`src/rtl/router_pkg.sv`:
```
// Shared packet field layout for the spiking-NoC router path.
// The arbiter-side packetizer and every downstream consumer decode packets
// from these constants so the field positions cannot drift apart.
package router_pkg;

    localparam int PKT_W       = 32;
    localparam int DEST_W_DEF  = 2;                       // 4 destination ports
    localparam int DEST_MSB    = PKT_W - 1;
    localparam int DEST_LSB    = DEST_MSB - DEST_W_DEF + 1;
    localparam int SRC_W       = 4;                       // originating arbiter input / PE id
    localparam int SRC_MSB     = DEST_LSB - 1;
    localparam int SRC_LSB     = SRC_MSB - SRC_W + 1;
    localparam int PAYLOAD_W   = SRC_LSB;
    localparam int PAYLOAD_MSB = PAYLOAD_W - 1;
    localparam int CNT_W       = 16;                      // delivered-packet counter width

    typedef logic [PKT_W-1:0] pkt_t;

    // Destination field of a packet using the default field width.
    function automatic logic [DEST_W_DEF-1:0] pkt_dest(input pkt_t p);
        return p[DEST_MSB -: DEST_W_DEF];
    endfunction

endpackage

```
`src/rtl/sync_fifo.sv`:
```
// Small synchronous FIFO: storage, wrap-around pointers and an explicit
// occupancy counter (no full/empty ambiguity). Pushes while full and pops
// while empty are ignored. Read data is the current head, combinationally.
module sync_fifo #(
    parameter int WIDTH = 32,
    parameter int DEPTH = 4
) (
    input  logic                     clk,
    input  logic                     rst_n,
    input  logic                     push,
    input  logic                     pop,
    input  logic [WIDTH-1:0]         wdata,
    output logic [WIDTH-1:0]         rdata,
    output logic                     full,
    output logic                     empty,
    output logic [$clog2(DEPTH):0]   level
);

    localparam int AW = $clog2(DEPTH);
    localparam int LW = AW + 1;

    logic [WIDTH-1:0] mem [DEPTH];
    logic [AW-1:0]    wr_ptr;
    logic [AW-1:0]    rd_ptr;
    logic             do_push;
    logic             do_pop;

    assign full    = (level == LW'(DEPTH));
    assign empty   = (level == '0);
    assign do_push = push && !full;
    assign do_pop  = pop && !empty;
    assign rdata   = mem[rd_ptr];

    // Pointer and occupancy update; DEPTH is a power of two so pointers wrap naturally.
    always_ff @(posedge clk) begin
        if (!rst_n) begin
            wr_ptr <= '0;
            rd_ptr <= '0;
            level  <= '0;
        end else begin
            if (do_push) wr_ptr <= wr_ptr + AW'(1);
            if (do_pop)  rd_ptr <= rd_ptr + AW'(1);
            if (do_push && !do_pop)      level <= level + LW'(1);
            else if (do_pop && !do_push) level <= level - LW'(1);
        end
    end

    // Storage write; contents need no reset since level gates every read.
    always_ff @(posedge clk) begin
        if (do_push) mem[wr_ptr] <= wdata;
    end

endmodule

```
`src/rtl/packet_demux_router.sv`:
```
// Output stage behind the arbiter tree: buffers the arbitrated packet stream,
// holds the head packet in an output register with its destination pre-decoded
// to one-hot, and hands it to exactly one consumer port. Strict in-order: a
// blocked head stalls everything behind it and back-pressures the arbiter.
module packet_demux_router
    import router_pkg::*;
#(
    parameter int WIDTH   = 32,
    parameter int NUM_OUT = 4,
    parameter int DEPTH   = 4,
    parameter int DEST_W  = $clog2(NUM_OUT)
) (
    input  logic                       clk,
    input  logic                       rst_n,
    input  logic                       in_valid,
    output logic                       in_ready,
    input  logic [WIDTH-1:0]           in_data,
    output logic [NUM_OUT-1:0]         out_valid,
    input  logic [NUM_OUT-1:0]         out_ready,
    output logic [WIDTH-1:0]           out_data,
    output logic [$clog2(DEPTH):0]     level,
    output logic [NUM_OUT*CNT_W-1:0]   deliv_cnt
);

    logic                 fifo_full;
    logic                 fifo_empty;
    logic [WIDTH-1:0]     fifo_head;
    logic                 push;
    logic                 load;
    logic                 deliver;
    logic [NUM_OUT-1:0]   head_oh;

    // Output register: one-hot destination doubles as the valid bit (zero = empty).
    logic [NUM_OUT-1:0]   or_oh;
    logic [WIDTH-1:0]     or_data;
    logic [CNT_W-1:0]     cnt_q [NUM_OUT];

    // in_ready only looks at registered occupancy, so no in->out combinational path.
    assign in_ready  = rst_n && !fifo_full;
    assign push      = in_valid && in_ready;

    assign head_oh   = NUM_OUT'(1) << fifo_head[WIDTH-1 -: DEST_W];
    assign deliver   = |(or_oh & out_ready);
    assign load      = !fifo_empty && ((or_oh == '0) || deliver);

    assign out_valid = or_oh;
    assign out_data  = or_data;

    sync_fifo #(
        .WIDTH (WIDTH),
        .DEPTH (DEPTH)
    ) u_fifo (
        .clk   (clk),
        .rst_n (rst_n),
        .push  (push),
        .pop   (load),
        .wdata (in_data),
        .rdata (fifo_head),
        .full  (fifo_full),
        .empty (fifo_empty),
        .level (level)
    );

    // Output register: refill from the FIFO head on load, otherwise empty on delivery.
    always_ff @(posedge clk) begin
        if (!rst_n) begin
            or_oh   <= '0;
            or_data <= '0;
        end else if (load) begin
            or_oh   <= head_oh;
            or_data <= fifo_head;
        end else if (deliver) begin
            or_oh   <= '0;
        end
    end

    // Per-port delivered counters, saturating at all-ones.
    always_ff @(posedge clk) begin
        for (int d = 0; d < NUM_OUT; d++) begin
            if (!rst_n)
                cnt_q[d] <= '0;
            else if (or_oh[d] && out_ready[d] && (cnt_q[d] != '1))
                cnt_q[d] <= cnt_q[d] + CNT_W'(1);
        end
    end

    for (genvar d = 0; d < NUM_OUT; d++) begin : g_cnt_out
        assign deliv_cnt[d*CNT_W +: CNT_W] = cnt_q[d];
    end

endmodule

```
`config.mk`:
```
export PLATFORM = sky130hd
export DESIGN_NAME = packet_demux_router
export DESIGN_NICKNAME = d
export VERILOG_FILES = /design/src/rtl/router_pkg.sv /design/src/rtl/sync_fifo.sv /design/src/rtl/packet_demux_router.sv
export SDC_FILE = /design/constraint.sdc
export NUM_CORES = 1
export LEC_CHECK = 0
export CORE_AREA = 2 2 137 139
export CTS_BUF_LIST = sky130_fd_sc_hd__clkbuf_4 sky130_fd_sc_hd__clkbuf_8
export CTS_CLUSTER_DIAMETER = 60
export CTS_CLUSTER_SIZE = 16
export DETAILED_ROUTE_END_ITERATION = 10
export DIE_AREA = 0 0 139 141
export PLACE_DENSITY = 0.87
export SYNTH_ARGS = -nofsm -noshare
export SYNTH_HDL_FRONTEND = slang
export SYNTH_SLANG_ARGS = --single-unit
```
`constraint.sdc`:
```
create_clock -name clk -period 3.73 [get_ports clk]
set_input_delay 1.119 -clock clk [delete_from_list [all_inputs] [get_ports clk]]
set_output_delay 1.119 -clock clk [all_outputs]
set_load 0.01 [all_outputs]
```
==> results of run 1 <==
worst paths after layout:
path	endpoint	cells past startpoint	start	slack [ps]
worst max-delay path	u_fifo.level[2]	10	out_ready[0]	590
worst min-delay path	out_data[15]	2	out_data[15]	460
worst max register to register	u_fifo.level[2]	9	out_valid[0]	1260
worst min register to register	out_data[15]	2	out_data[15]	460
routing by layer:
layer / GRT usage / vias to the layer above / wire [microns]
li1: - / 2908 / -
met1: 0.267 / 2994 / 8480
met2: 0.361 / 196 / 10100
met3: 0.0408 / 25 / 1350
met4: 0.0377 / 0 / 240
met5: 0 / - / 0
synth_stat cells, types with 7 or more instances:
| master | count |
|---|---|
| or3_1 | 7 |
| mux4_2 | 32 |
| nand3_1 | 23 |
| o21ai_0 | 10 |
| dfxtp_1 | 45 |
| a21oi_1 | 10 |
| xnor2_1 | 30 |
| a21boi_1 | 31 |
| ha_1 | 9 |
| inv_1 | 20 |
| nor4_1 | 12 |
| nand4_1 | 15 |
| nor2_1 | 60 |
| xor2_1 | 20 |
| clkbuf_1 | 8 |
| nand2_1 | 86 |
| edfxtp_1 | 192 |
| and2_1 | 11 |
flip-flops by register name (all words and copies together), names as in the netlist, named ones only:
name,cells
out_data,32
cnt_q,64
u_fifo.rd_ptr,2
u_fifo.wr_ptr,2
u_fifo.mem,128
u_fifo.level,3
out_valid,4
final cells by class:
type / instances / area (sq um) / area share
timing repair buffer: 153 / 1520 / 0.126
sequential: 237 / 6670 / 0.552
clock buffer: 29 / 337 / 0.0279
antenna: 1 / 2.50 / 0.000207
inverter: 21 / 78.8 / 0.00652
tap: 234 / 293 / 0.0242
clock inverter: 4 / 73.8 / 0.00611
multi-input combinational: 417 / 3110 / 0.257
report_power, final:
part | switching [mW] | internal (mW) | total [mW] | leakage, nW
clock | 0.829 | 0.724 | 1.55 | 0.219
sequential | 0.364 | 3.24 | 3.61 | 2.20
combinational | 1.05 | 1.05 | 2.09 | 1.54
cells in the final DEF, fill, tap and decap left out, types with 4 or more instances in the layout:
cell / n
nand2_1: 86
clkdlybuf4s50_1: 141
ha_1: 9
edfxtp_1: 192
and4_1: 4
and3_1: 6
nor4_1: 12
and2_1: 7
nand4_1: 15
inv_1: 20
o21ai_0: 7
a32oi_1: 4
clkbuf_4: 10
xor2_1: 20
clkbuf_8: 19
nor3_1: 6
a21boi_1: 31
nor2b_1: 5
and2_2: 4
or3_1: 7
nand3_1: 23
dfxtp_1: 43
xnor2_1: 30
buf_4: 9
a21oi_1: 10
mux4_2: 32
nor2_1: 60
cells by family (layout without fill, tap and decap cells):
kind of cell	count (synthesis)	after routing	share of synthesized area
other cells	0	1	0
compound gates	74	74	0.0550
xor+xnor	50	50	0.0438
simple gates	250	250	0.125
buf+inv	45	207	0.0222
mux	33	33	0.0732
flops	237	237	0.668
fa+ha+maj	10	10	0.0133
stage by stage:
stage / hold slack (ps) / cells
finish: 456 / 1096
global route: 476 / 1095
CTS: 459 / 1095
detailed placement: 447 / 1062
global placement: 444 / 1062
floorplan: 469 / 699
worst reg2reg max path: stages (launching register included):
cell and delay [ps]:
dfxtp_1 390, a22o_1 250, o31a_2 380, inv_2 70, ha_1 170, inv_1 60
fa_1 380, xor2_1 160, or3_1 320, a21boi_0 210
==> key figures, run 1 <==
STA
  – Hold Vio Cnt, Final: 0
  – Fmax: 318 MHz
  – Fin worst setup slack: 586 ps
  – Setup TNS: 0 ps
  – Unrepaired setup endpoints after global routing: false
  – Slew @ Worst Pin: 857 ps
  – Period utilisation layout: 0.843
  – Post-layout min period: 3140 ps
  – Count of final setup violators: 0
  – Fin. max-slew vios: 0
  – Clock skew: 16.5 ps
  – Slew headroom: 0.429

Outcome
  – Status: complete, no violations

Floorplanning
  – Die Height: 141 microns
  – CORE AREA: 0.0183 sq mm
  – Die X-Extent: 139 microns
  – Initial core utilization: 0.547
  – Row Count: 50
  – Io pins: 143
  – Die footprint: 0.0196 sq mm

Logic synthesis
  – Number of synthesized flops with an enable pin: 192
  – Post-synthesis cell area: 0.00999 sq mm
  – Synth cell types: 54
  – Synth async-reset ratio: 0
  – Syn nets: 748
  – Ys flop type: edfxtp_1
  – Cell count after synthesis: 699
  – Yosys reg bits: 237
  – Syn avg cell area: 14.3 sq um
  – Post-synth top area share: 0.577
  – Seq/Total Area, Yosys: 0.668
  – Most area-hungry cell type in the Yosys netlist: edfxtp_1
  – Top cells by area, synth: edfxtp_1, dfxtp_1, mux4_2
  – Synthesis Warnings: 0

Drt
  – DR WL/cell: 18.4 microns
  – Drt initial violations: 341
  – DR DRC count: 0
  – First-pass DRT Iterations: 4
  – Post-Route WL: 20100 microns
  – Vias/cell: 5.59
  – DRT antenna net count: 0
  – Vias: 6123

Clocking
  – CTS Buf Count: 19
  – CTS Hold Bufs: 0
  – CTS tree: done
  – Postcts setup bufs: 0
  – H-tree depth: 1
  – CTS Sinks: 237
  – Max clock buf depth: 3
  – Clock-pin transition on the worst setup and hold timing paths: 110 ps
  – Worst skew pair latency: 530 ps
  – Clk root buf: clkbuf_8
  – Post_cts resized: 0

Placement
  – DP Worst Slack: 105 ps
  – Input/output buffers: 142
  – Final HPWL DP: 13000 microns
  – Placed cell area: 0.0117 sq mm
  – Global placer's final weighted congestion: 0.834

Cells and area
  – Share of post-route cells with drive strength above 1: 0.121
  – Post-layout util: 0.661
  – Design area: 0.0121 sq mm
  – Fin nets: 898
  – Fill count: 1332
  – Area Growth Syn to Fin: 21.0%

Worst setup path
  – Worst path max stage delay: 460 ps
  – Worst-path cell chain: clkdlybuf4s50_1, a22o_1, o31a_2, inv_2, ha_1, inv_1, fa_1, xor2_1, or3_1, a21boi_0
  – CP Buf/Inv Count: 3
  – CP max-delay cell: clkdlybuf4s50_1
  – Worst-path maximum fanout: 3
  – WP data required: 4180 ps
  – CP arrival: 3590 ps
  – Cell family with most CP delay: compound AO/OA/AOI/OAI gates
  – Critical Path Start Type: input port
  – Type of the worst setup path: in -> reg
  – Crit. End Element: flip-flop

Global routing
  – Antenna violations before repair: 1
  – Pin count of the biggest net entering global routing: 53
  – Total grt overflow: 0
  – Overall Global Routing Usage: 0.204
  – Vias in the first global route: 6002
  – First-pass GRT wire length: 32000 microns

Power and ir drop
  – Leakage: 3.96 nW
  – Total power draw: 7.25 mW
  – Maximum VDD drop: 0.000484 V
  – PwrDens: 600 mW/mm^2

Hold path
  – HP Class: reg -> reg

Flow run
  – Max-Cap Viols: 0
(Power assumes the default switching activity.)
==> run 2: changes to the inputs <==
Clock period 3.73 ns to 3.17 ns, I/O delays scaled along.
==> run 2 against run 1 <==
Sequential share of layout area is 0.17 points lower; cell area increased by 0.31%; via count increased by 0.83%; critical path depth stayed put; power increased by 15%; core utilization increased by 0.21 points; die area did not move; critical path type unchanged; largest power group unchanged.
==> key figures, run 2 (synthesis gave the netlist of run 1 again) <==
Clocking
  – CTS Sinks: 237
  – Worst skew pair latency: 510 ps
  – Clock-pin transition on the worst setup and hold timing paths: 100 ps
  – Postcts setup bufs: 0
  – Clk root buf: clkbuf_8
  – Post_cts resized: 0
  – CTS tree: done
  – CTS Buf Count: 19
  – CTS Hold Bufs: 0
  – H-tree depth: 1
  – Max clock buf depth: 3

Cells and area
  – Seq. cell area: 0.00667 sq mm
  – Largest register FFs: 128
  – Area Growth Syn to Fin: 21.4%
  – Antenna fix cells: 0
  – Share of post-route cells with drive strength above 1: 0.128
  – Most common cell after layout, fill and taps aside: edfxtp_1
  – Multi-input logic area: 0.00311 sq mm
  – Fill count: 1292
  – Most frequent cells in the layout: edfxtp_1, clkdlybuf4s50_1, nand2_1
  – Most flops, register: u_fifo.mem
  – Fin nets: 906

Floorplanning
  – Initial core utilization: 0.547
  – Row Count: 50
  – Io pins: 143
  – Die footprint: 0.0196 sq mm
  – Die Height: 141 microns
  – Die X-Extent: 139 microns
  – CORE AREA: 0.0183 sq mm

Worst setup path
  – Worst R2R Path Depth: 9
  – RR Startpoint: out_valid[0]
  – RR Endpoint: u_fifo.level[2]
  – Critical Path End: u_fifo.level[2]
  – Crit. End Element: flip-flop
  – CP arrival: 3310 ps
  – WP data required: 3600 ps
  – Crit. Startpoint: out_ready[0]
  – Reg2Reg Setup Slack: 790 ps
  – Critical Path Start Type: input port
  – Worst-path maximum fanout: 2
  – Type of the worst setup path: in -> reg

STA
  – Unrepaired setup endpoints after global routing: false
  – Slew headroom: 0.596
  – Slew @ Worst Pin: 606 ps
  – Post-layout min period: 2880 ps
  – Hold Vio Cnt, Final: 0
  – Worst hold margin: 457 ps
  – Period utilisation layout: 0.909
  – Fin. max-slew vios: 0
  – Count of final setup violators: 0
  – Fin worst setup slack: 289 ps
  – Clock skew: 19.7 ps
  – Fmax: 347 MHz

Drt
  – Drt initial violations: 328
  – First-pass DRT Iterations: 4
  – DRT antenna net count: 0
  – Post-Route WL: 19800 microns
  – Vias/cell: 5.60
  – DR WL/cell: 18.0 microns
  – Vias: 6174
  – DR DRC count: 0

Global routing
  – First-pass GRT wire length: 31700 microns
  – Vias in the first global route: 6071
  – Total grt overflow: 0
  – Antenna violations before repair: 0
  – Overall Global Routing Usage: 0.201
  – Pin count of the biggest net entering global routing: 48

Power and ir drop
  – Maximum VDD drop: 0.000592 V
  – Leakage: 3.98 nW
  – PwrDens: 690 mW/mm^2

Hold path
  – HP Class: reg -> reg

Placement
  – Input/output buffers: 142
  – DP Worst Slack: -196 ps
  – Final HPWL DP: 13100 microns
  – Global placer's final weighted congestion: 0.825

Flow run
  – Max-Cap Viols: 0

Outcome
  – Status: complete, no violations
[run 2: cell types whose count changed in the layout (fill, tap and decap cells not counted), sizes merged]
cell	delta
bufinv	-2
clkinv	+1
diode	-1
buf	+8
[run 2: cell type report]
cell class                      instances  share of cell area
Sequential cell                       237               0.550
Multi-Input combinational cell        417               0.256
Timing Repair Buffer                  161               0.133
Clock buffer                           29              0.0283
Tap cell                              234              0.0242
Inverter                               21             0.00650
Clock inverter                          3             0.00186
[run 2: worst min-delay path by stage]
stage,from,slack [ps],cells after the start,end
global placement,out_data[2],440,2,out_data[2]
floorplan,u_fifo.wr_ptr[1],470,2,u_fifo.wr_ptr[1]
global route,out_data[24],480,2,out_data[24]
finish,out_data[6],460,2,out_data[6]
CTS,out_data[0],460,2,out_data[0]
detailed placement,out_data[0],450,2,out_data[0]
[run 2: routing by layer]
metal  part of all wire  routed length, microns  track usage
met5                  0                       0            0
met4             0.0089                     177       0.0367
met3              0.067                    1340       0.0438
met2               0.51                   10000        0.351
met1               0.42                    8250        0.266
[run 2: power by group]
part           total [mW]  switching, mW  internal (mW)
clock network        1.65          0.944          0.702
registers            4.17          0.355           3.81
logic                2.55           1.30           1.24
total                8.36           2.60           5.76
[run 2: through the flow]
stage | instances | total power, mW | cell area (sq um) | setup TNS, ps | util
2_1_floorplan | 699 | 5.67 | 9990 | 0 | -
3_3_place_gp | 1070 | 6.73 | 11800 | -155 | 0.643
3_5_place_dp | 1070 | 6.82 | 11800 | -196 | 0.643
4_1_cts | 1102 | 8.46 | 12100 | 0 | 0.663
5_1_grt | 1102 | 8.81 | 12100 | 0 | 0.663
6_report | 1102 | 8.36 | 12100 | 0 | 0.663
[run 2: worst max-delay path: stages]
cell	delay, ps
clkdlybuf4s50_1	440
a22o_1	260
o31a_2	380
inv_2	70
ha_1	150
inv_1	60
fa_1	380
xor2_1	160
or3_1	300
a21boi_0	170
==> run 3: changes to the inputs <==
--- a/config.mk
+++ b/config.mk
@@ -16,2 +16,3 @@
 export SYNTH_HDL_FRONTEND = slang
 export SYNTH_SLANG_ARGS = --single-unit
+export TNS_END_PERCENT = 50
==> constraint.sdc (replaced) <==
create_clock -name clk -period 3.17 [get_ports clk]
set_input_delay 0.951 -clock clk [delete_from_list [all_inputs] [get_ports clk]]
set_output_delay 0.951 -clock clk [all_outputs]
set_load 0.005 [all_outputs]
==> run 3 against run 2 <==
Sequential power about the same; power about the same; maximum frequency up 0.74%; hold slack worse by 1.7 ps; combinational power down 5%; clock skew up 8.3 ps; die area unchanged; cell area up 0.37%; sequential cell count unchanged; non-clock buffer count unchanged; clock power up 7%; final cell count up 0.36%; highest routed layer unchanged.
==> key figures, run 3 (synthesis gave the netlist of run 1 again) <==
Clocking
  – H-tree depth: 1
  – CTS Sinks: 237
  – Postcts setup bufs: 0
  – CTS tree: done
  – CTS Hold Bufs: 0
  – Clock-pin transition on the worst setup and hold timing paths: 100 ps
  – Clk root buf: clkbuf_8
  – Post_cts resized: 0
  – Worst skew pair latency: 530 ps
  – Max clock buf depth: 3
  – CTS Buf Count: 20

Power and ir drop
  – Maximum VDD drop: 0.000610 V
  – PwrDens: 688 mW/mm^2
  – Leakage: 4.00 nW

STA
  – Post-layout min period: 2860 ps
  – Fin. max-slew vios: 0
  – Setup TNS: 0 ps
  – Period utilisation layout: 0.902
  – Slew headroom: 0.595
  – Slew @ Worst Pin: 607 ps
  – Clock skew: 28.0 ps
  – Fmax: 350 MHz
  – Hold Vio Cnt, Final: 0
  – Count of final setup violators: 0
  – Fin worst setup slack: 310 ps
  – Unrepaired setup endpoints after global routing: false

Floorplanning
  – Die X-Extent: 139 microns
  – Die Height: 141 microns
  – Die footprint: 0.0196 sq mm
  – Row Count: 50
  – CORE AREA: 0.0183 sq mm
  – Io pins: 143
  – Initial core utilization: 0.547

Worst setup path
  – Type of the worst setup path: in -> reg
  – Worst R2R Path Depth: 9
  – Worst-path cell chain: clkdlybuf4s50_1, a22o_1, o31a_2, inv_2, ha_1, inv_1, fa_1, xor2_1, or3_1, a21boi_0
  – Critical Path Start Type: input port
  – Worst path max stage delay: 440 ps
  – CP max-delay cell: clkdlybuf4s50_1
  – RR Startpoint: out_valid[0]
  – WP data required: 3630 ps
  – RR Endpoint: u_fifo.level[2]
  – CP arrival: 3320 ps
  – Worst-path maximum fanout: 2
  – Crit. End Element: flip-flop
  – Critical Path End: u_fifo.level[2]
  – Crit. Startpoint: out_ready[0]
  – Reg2Reg Setup Slack: 780 ps

Placement
  – Placed cell area: 0.0118 sq mm
  – DP Worst Slack: -204 ps
  – Input/output buffers: 142
  – Placed insts: 1070
  – Final HPWL DP: 13200 microns
  – Global placer's final weighted congestion: 0.825

Drt
  – Post-Route WL: 20000 microns
  – Vias/cell: 5.63
  – DR DRC count: 0
  – First-pass DRT Iterations: 4
  – Drt initial violations: 408
  – DR WL/cell: 18.1 microns
  – Vias: 6227
  – DRT antenna net count: 0

Hold path
  – HP Class: reg -> reg

Cells and area
  – Fill count: 1273
  – Share of post-route cells with drive strength above 1: 0.132
  – Most frequent cells in the layout: edfxtp_1, clkdlybuf4s50_1, nand2_1
  – Largest register FFs: 128
  – Fin nets: 907
  – Area Growth Syn to Fin: 21.8%
  – Antenna fix cells: 0
  – Post-layout util: 0.666
  – Most common cell after layout, fill and taps aside: edfxtp_1
  – Most flops, register: u_fifo.mem
  – Design area: 0.0122 sq mm
  – Final Non-Filler Cells: 1106

Global routing
  – Pin count of the biggest net entering global routing: 49
  – Total grt overflow: 0
  – Overall Global Routing Usage: 0.201
  – First-pass GRT wire length: 31700 microns
  – Antenna violations before repair: 0
  – Vias in the first global route: 6171

Outcome
  – Status: complete, no violations

Flow run
  – Max-Cap Viols: 0
-- run 3: changes by cell type in the layout (fill, tap and decap cells not counted), sizes merged --
| cell | delta |
|---|---|
| inv | +3 |
| clkbuf | +2 |
| clkinv | -1 |
-- run 3: worst min-delay path by stage --
stage | from | slack (ps) | cells after the start | end
6_report | out_data[21] | 460 | 2 | out_data[21]
5_1_grt | out_data[6] | 490 | 2 | out_data[6]
4_1_cts | out_data[21] | 460 | 2 | out_data[21]
3_5_place_dp | out_data[0] | 450 | 2 | out_data[0]
3_3_place_gp | out_data[2] | 440 | 2 | out_data[2]
2_1_floorplan | out_data[0] | 450 | 2 | out_data[0]
-- run 3: routing by layer --
metal / GRT usage / vias up / wire, microns
met4: 0.0463 / 0 / 314
met1: 0.260 / 3073 / 8080
met3: 0.0435 / 24 / 1510
li1: - / 2929 / -
met5: 0 / - / 0
met2: 0.354 / 201 / 10100
-- run 3: layout make-up --
type | instances | area [sq um] | area share
Inverter | 21 | 78.8 | 0.00648
Sequential cell | 237 | 6670 | 0.548
Clock inverter | 5 | 40.0 | 0.00329
Tap cell | 234 | 293 | 0.0241
Multi-Input combinational cell | 417 | 3110 | 0.255
Clock buffer | 31 | 370 | 0.0304
Timing Repair Buffer | 161 | 1610 | 0.132
-- run 3: stage by stage --
step	hold WS [ps]	power [mW]
6_report	455	8.36
5_1_grt	485	8.80
4_1_cts	456	8.45
3_5_place_dp	447	6.69
3_3_place_gp	443	6.60
2_1_floorplan	451	5.54
-- run 3: worst max-delay path: cells and delay by family --
kind,cells,cell delay (ps)
AOI/OAI and AO/OA,3,810
buffers and inverters,3,570
adders and majority gates,2,530
and+or+nand+nor,1,300
xor gates and xnor gates,1,170
-- run 3: power by group --
group	total (mW)	switching [mW]	internal, mW
clock	1.77	1.00	0.770
sequential	4.17	0.357	3.81
combinational	2.42	1.18	1.24
total	8.36	2.54	5.82
==> RTL change 1, RTL diff (settings of run 3) <==
Register the output `deliv_cnt`, cleared by the reset; this adds one clock of latency there. The other outputs are not delayed to match.
--- a/src/rtl/packet_demux_router.sv
+++ b/src/rtl/packet_demux_router.sv
@@ -23,2 +23,4 @@
 );
+
+    logic [NUM_OUT*CNT_W-1:0] deliv_cnt_d;
 
@@ -87,3 +89,11 @@
     for (genvar d = 0; d < NUM_OUT; d++) begin : g_cnt_out
-        assign deliv_cnt[d*CNT_W +: CNT_W] = cnt_q[d];
+        assign deliv_cnt_d[d*CNT_W +: CNT_W] = cnt_q[d];
+    end
+
+    always_ff @(posedge clk) begin
+        if (!rst_n) begin
+            deliv_cnt <= '0;
+        end else begin
+            deliv_cnt <= deliv_cnt_d;
+        end
     end
Behaviour: not the same (a bounded check fails within 4 cycles, from zero or initial values and one cycle with rst_n low).
==> RTL change 1 against run 3 <==
Clock power grew 13%; sequential cell count grew 64; power grew 13%; critical path depth is the same; final area grew 14%; synthesized cell count grew 18%; wire length grew 11%; worst hold slack gained 0.0023 ns; setup slack gained 0.067 ns; first-iteration DRC count shrank 7.4%; area after synthesis grew 17%; largest cell class unchanged; largest power group unchanged.
==> RTL change 1: results <==
{
  "dp_hpwl_mm": 14.6,
  "r2r-start": "out_valid[1]$_SDFFE_PN0P_",
  "netlist_instances": 828,
  "met1_usage": 0.296,
  "grt_pass1_vias": 7000,
  "grtUsageMet2": 0.407,
  "peakVddDrop_v": 0.000572,
  "synth_common_cells": "edfxtp_1 (192), dfxtp_1 (109), nand2_1 (84)",
  "met2WireLength_mm": 11.4,
  "outcome": "finished clean",
  "min_to": "out_data[18]$_SDFFE_PN0P_",
  "place_ws_ns": -0.178,
  "synth_nets": 877,
  "ys_types": 45,
  "maxSlewHeadroom": 0.520,
  "met3_usage": 0.0367,
  "place_inst": 1196,
  "synth_seq_area_share": 0.682,
  "cp.arrival_ns": 3.26,
  "cts_buffers": 22,
  "grt_pass1_wl_mm": 35.9,
  "fmax_ghz": 0.358,
  "fillers": 1108,
  "wl_met3_mm": 1.19,
  "grtUsageTotal": 0.229,
  "wirelength_mm": 22.2,
  "drt_first_pass_iters": 5
}
## RTL change 1: cell families (layout without fill, tap and decap cells)
kind of cell               count (synthesis)  count (layout)  synth area share
AOI/OAI and AO/OA                         68              68            0.0464
and+or+nand+nor                          311             311             0.138
DFF                                      301             301             0.682
xor gates and xnor gates                  53              53            0.0398
other                                      0               1                 0
muxes                                     33              33            0.0627
adders and majority gates                 10              10            0.0114
buffers and inverters                     52             224            0.0198
## RTL change 1: layout make-up
type / instances / area [um2] / share of cell area
timing repair buffer: 166 / 1640 / 0.118
inverter: 20 / 75.1 / 0.00541
antenna: 1 / 2.50 / 0.000180
sequential: 301 / 7950 / 0.573
clock buffer: 38 / 435 / 0.0314
tap: 234 / 293 / 0.0211
multi-input combinational: 475 / 3480 / 0.251
## RTL change 1: report_power, final
part / total, uW / leakage [uW] / switching [uW] / internal [uW]
sequential: 5080 / 0.00272 / 405 / 4680
combinational: 2400 / 0.00174 / 1170 / 1230
clock: 2000 / 0.000237 / 1130 / 864
==> RTL change 2, RTL diff (config.mk and constraints of run 3) <==
Without the edit above. Set the parameter `NUM_OUT` to 2 (it was 4).
--- a/src/rtl/packet_demux_router.sv
+++ b/src/rtl/packet_demux_router.sv
@@ -8,3 +8,3 @@
     parameter int WIDTH   = 32,
-    parameter int NUM_OUT = 4,
+    parameter int NUM_OUT = 2,
     parameter int DEPTH   = 4,
Ports: changed (resized deliv_cnt, out_ready and out_valid); port bits go from 143 to 107. The function was not compared with the original's and may differ.
==> RTL change 2 against run 3 <==
Wire length down 21%; register-to-register slack better by 0.17 ns; sequential share of layout area up 2.8 points; sequential cell count down 34; area after synthesis down 19%; power down 16%; setup slack better by 0.0047 ns; final area down 19%.
==> RTL change 2: results <==
{
  "yosys.area_share.xor_xnor": 0.0345,
  "area_share_nonclk_buffers": 0.124,
  "inverters": 13,
  "muxShareOfSynthArea": 0.0901,
  "outcome": "finished clean",
  "async_flop_share": 0,
  "grt_max_degree": 47,
  "post_cts_buffers": 0,
  "seqCellArea_um2": 5670,
  "cts_buffers": 17,
  "maxSlewViolCount": 0,
  "synth_seq_area_share": 0.698,
  "p_leak_uw": 0.00318,
  "synth_area_leaders": "edfxtp_1 (59%), dfxtp_1 (11%), mux4_2 (8.9%), nand2_1 (3.6%), xnor2_1 (2.8%)",
  "routed_via_density": 5.17,
  "wirelength_mm": 15.9,
  "p_switching_uw": 2090,
  "synthAdderAreaFrac": 0.0133,
  "cts-htree-levels": 1,
  "skew_ns": 0.0164,
  "largest_reg_flops": 128,
  "hold_path.class": "register to register",
  "cts_buffer_depth": 3,
  "drtIter0Drc": 179,
  "grtUsageTotal": 0.161,
  "synth-compound-area-share": 0.0464,
  "n_all_buffers": 124,
  "multi_input_area_um2": 2260,
  "dp_hpwl_mm": 10.3,
  "synth_edf_count": 160,
  "synth_nets": 568,
  "num-clock-buffers": 26,
  "fin_nets": 691,
  "gp_congestion": 0.764,
  "grt_pass1_wl_mm": 25.3,
  "place_inst": 861,
  "portBuffers": 106,
  "wl_per_cell_um": 17.8,
  "ys_ff_latch": 203,
  "multi_input_gates": 287,
  "drive_above_1_share": 0.149,
  "cp.arrival_ns": 1.90,
  "antenna_left": 0,
  "synth_common_cells": "edfxtp_1 (160), nand2_1 (77), dfxtp_1 (43)",
  "antenna_found_initial": 1,
  "netlist_instances": 523,
  "fillers": 1473,
  "diodes": 1,
  "tightest_slew_ns": 0.840,
  "peakVddDrop_v": 0.000539,
  "critPathMaxFanout": 5,
  "ys_types": 40,
  "clk_share": 0.0345,
  "grt_pass1_vias": 4737,
  "clock_latency_ns": 0.50
}
## RTL change 2: final timing paths
path | slack, ns | start | depth (start not counted) | endpoint
setup reg to reg | 0.95 | out_valid[0]$_SDFFE_PN0P_ | 9 | u_fifo.level[2]$_SDFFE_PN0P_
hold / removal | 0.46 | out_data[3]$_SDFFE_PN0P_ | 2 | out_data[3]$_SDFFE_PN0P_
hold reg to reg | 0.46 | out_data[3]$_SDFFE_PN0P_ | 2 | out_data[3]$_SDFFE_PN0P_
setup / recovery | 0.31 | u_fifo.level[0]$_SDFFE_PN0P_ | 3 | in_ready
## RTL change 2: power groups by stage
stage                     Clock, uW  Sequential (uW)  Combinational [uW]
after floorplan                   0             3520                1190
after global placement            0             3610                1940
after detailed placement          0             3620                1990
after CTS                      1540             3570                2000
after global routing           1630             3620                2130
final                          1480             3560                1960
## RTL change 2: through the flow
| stage | instance area, um2 | setup slack (ns) |
|---|---|---|
| 5_1_grt | 9830 | 0.190 |
| 6_report | 9830 | 0.315 |
| 2_1_floorplan | 8110 | 0.308 |
| 3_3_place_gp | 9490 | 0.0183 |
| 3_5_place_dp | 9490 | -0.0565 |
| 4_1_cts | 9830 | 0.224 |
## RTL change 2: critical path: stages, from the launching register on
cell,delay (ns)
dfxtp_1,0.46
nor2_1,0.14
a21boi_0,0.26
clkdlybuf4s50_1,0.55
## RTL change 2: per-layer routing
| layer | up-vias | track usage | wire, um |
|---|---|---|---|
| li1 | 2180 | - | - |
| met1 | 2295 | 0.208 | 6720 |
| met2 | 121 | 0.285 | 8020 |
| met3 | 16 | 0.0346 | 985 |
| met4 | 0 | 0.0303 | 176 |
| met5 | - | 0 | 0 |
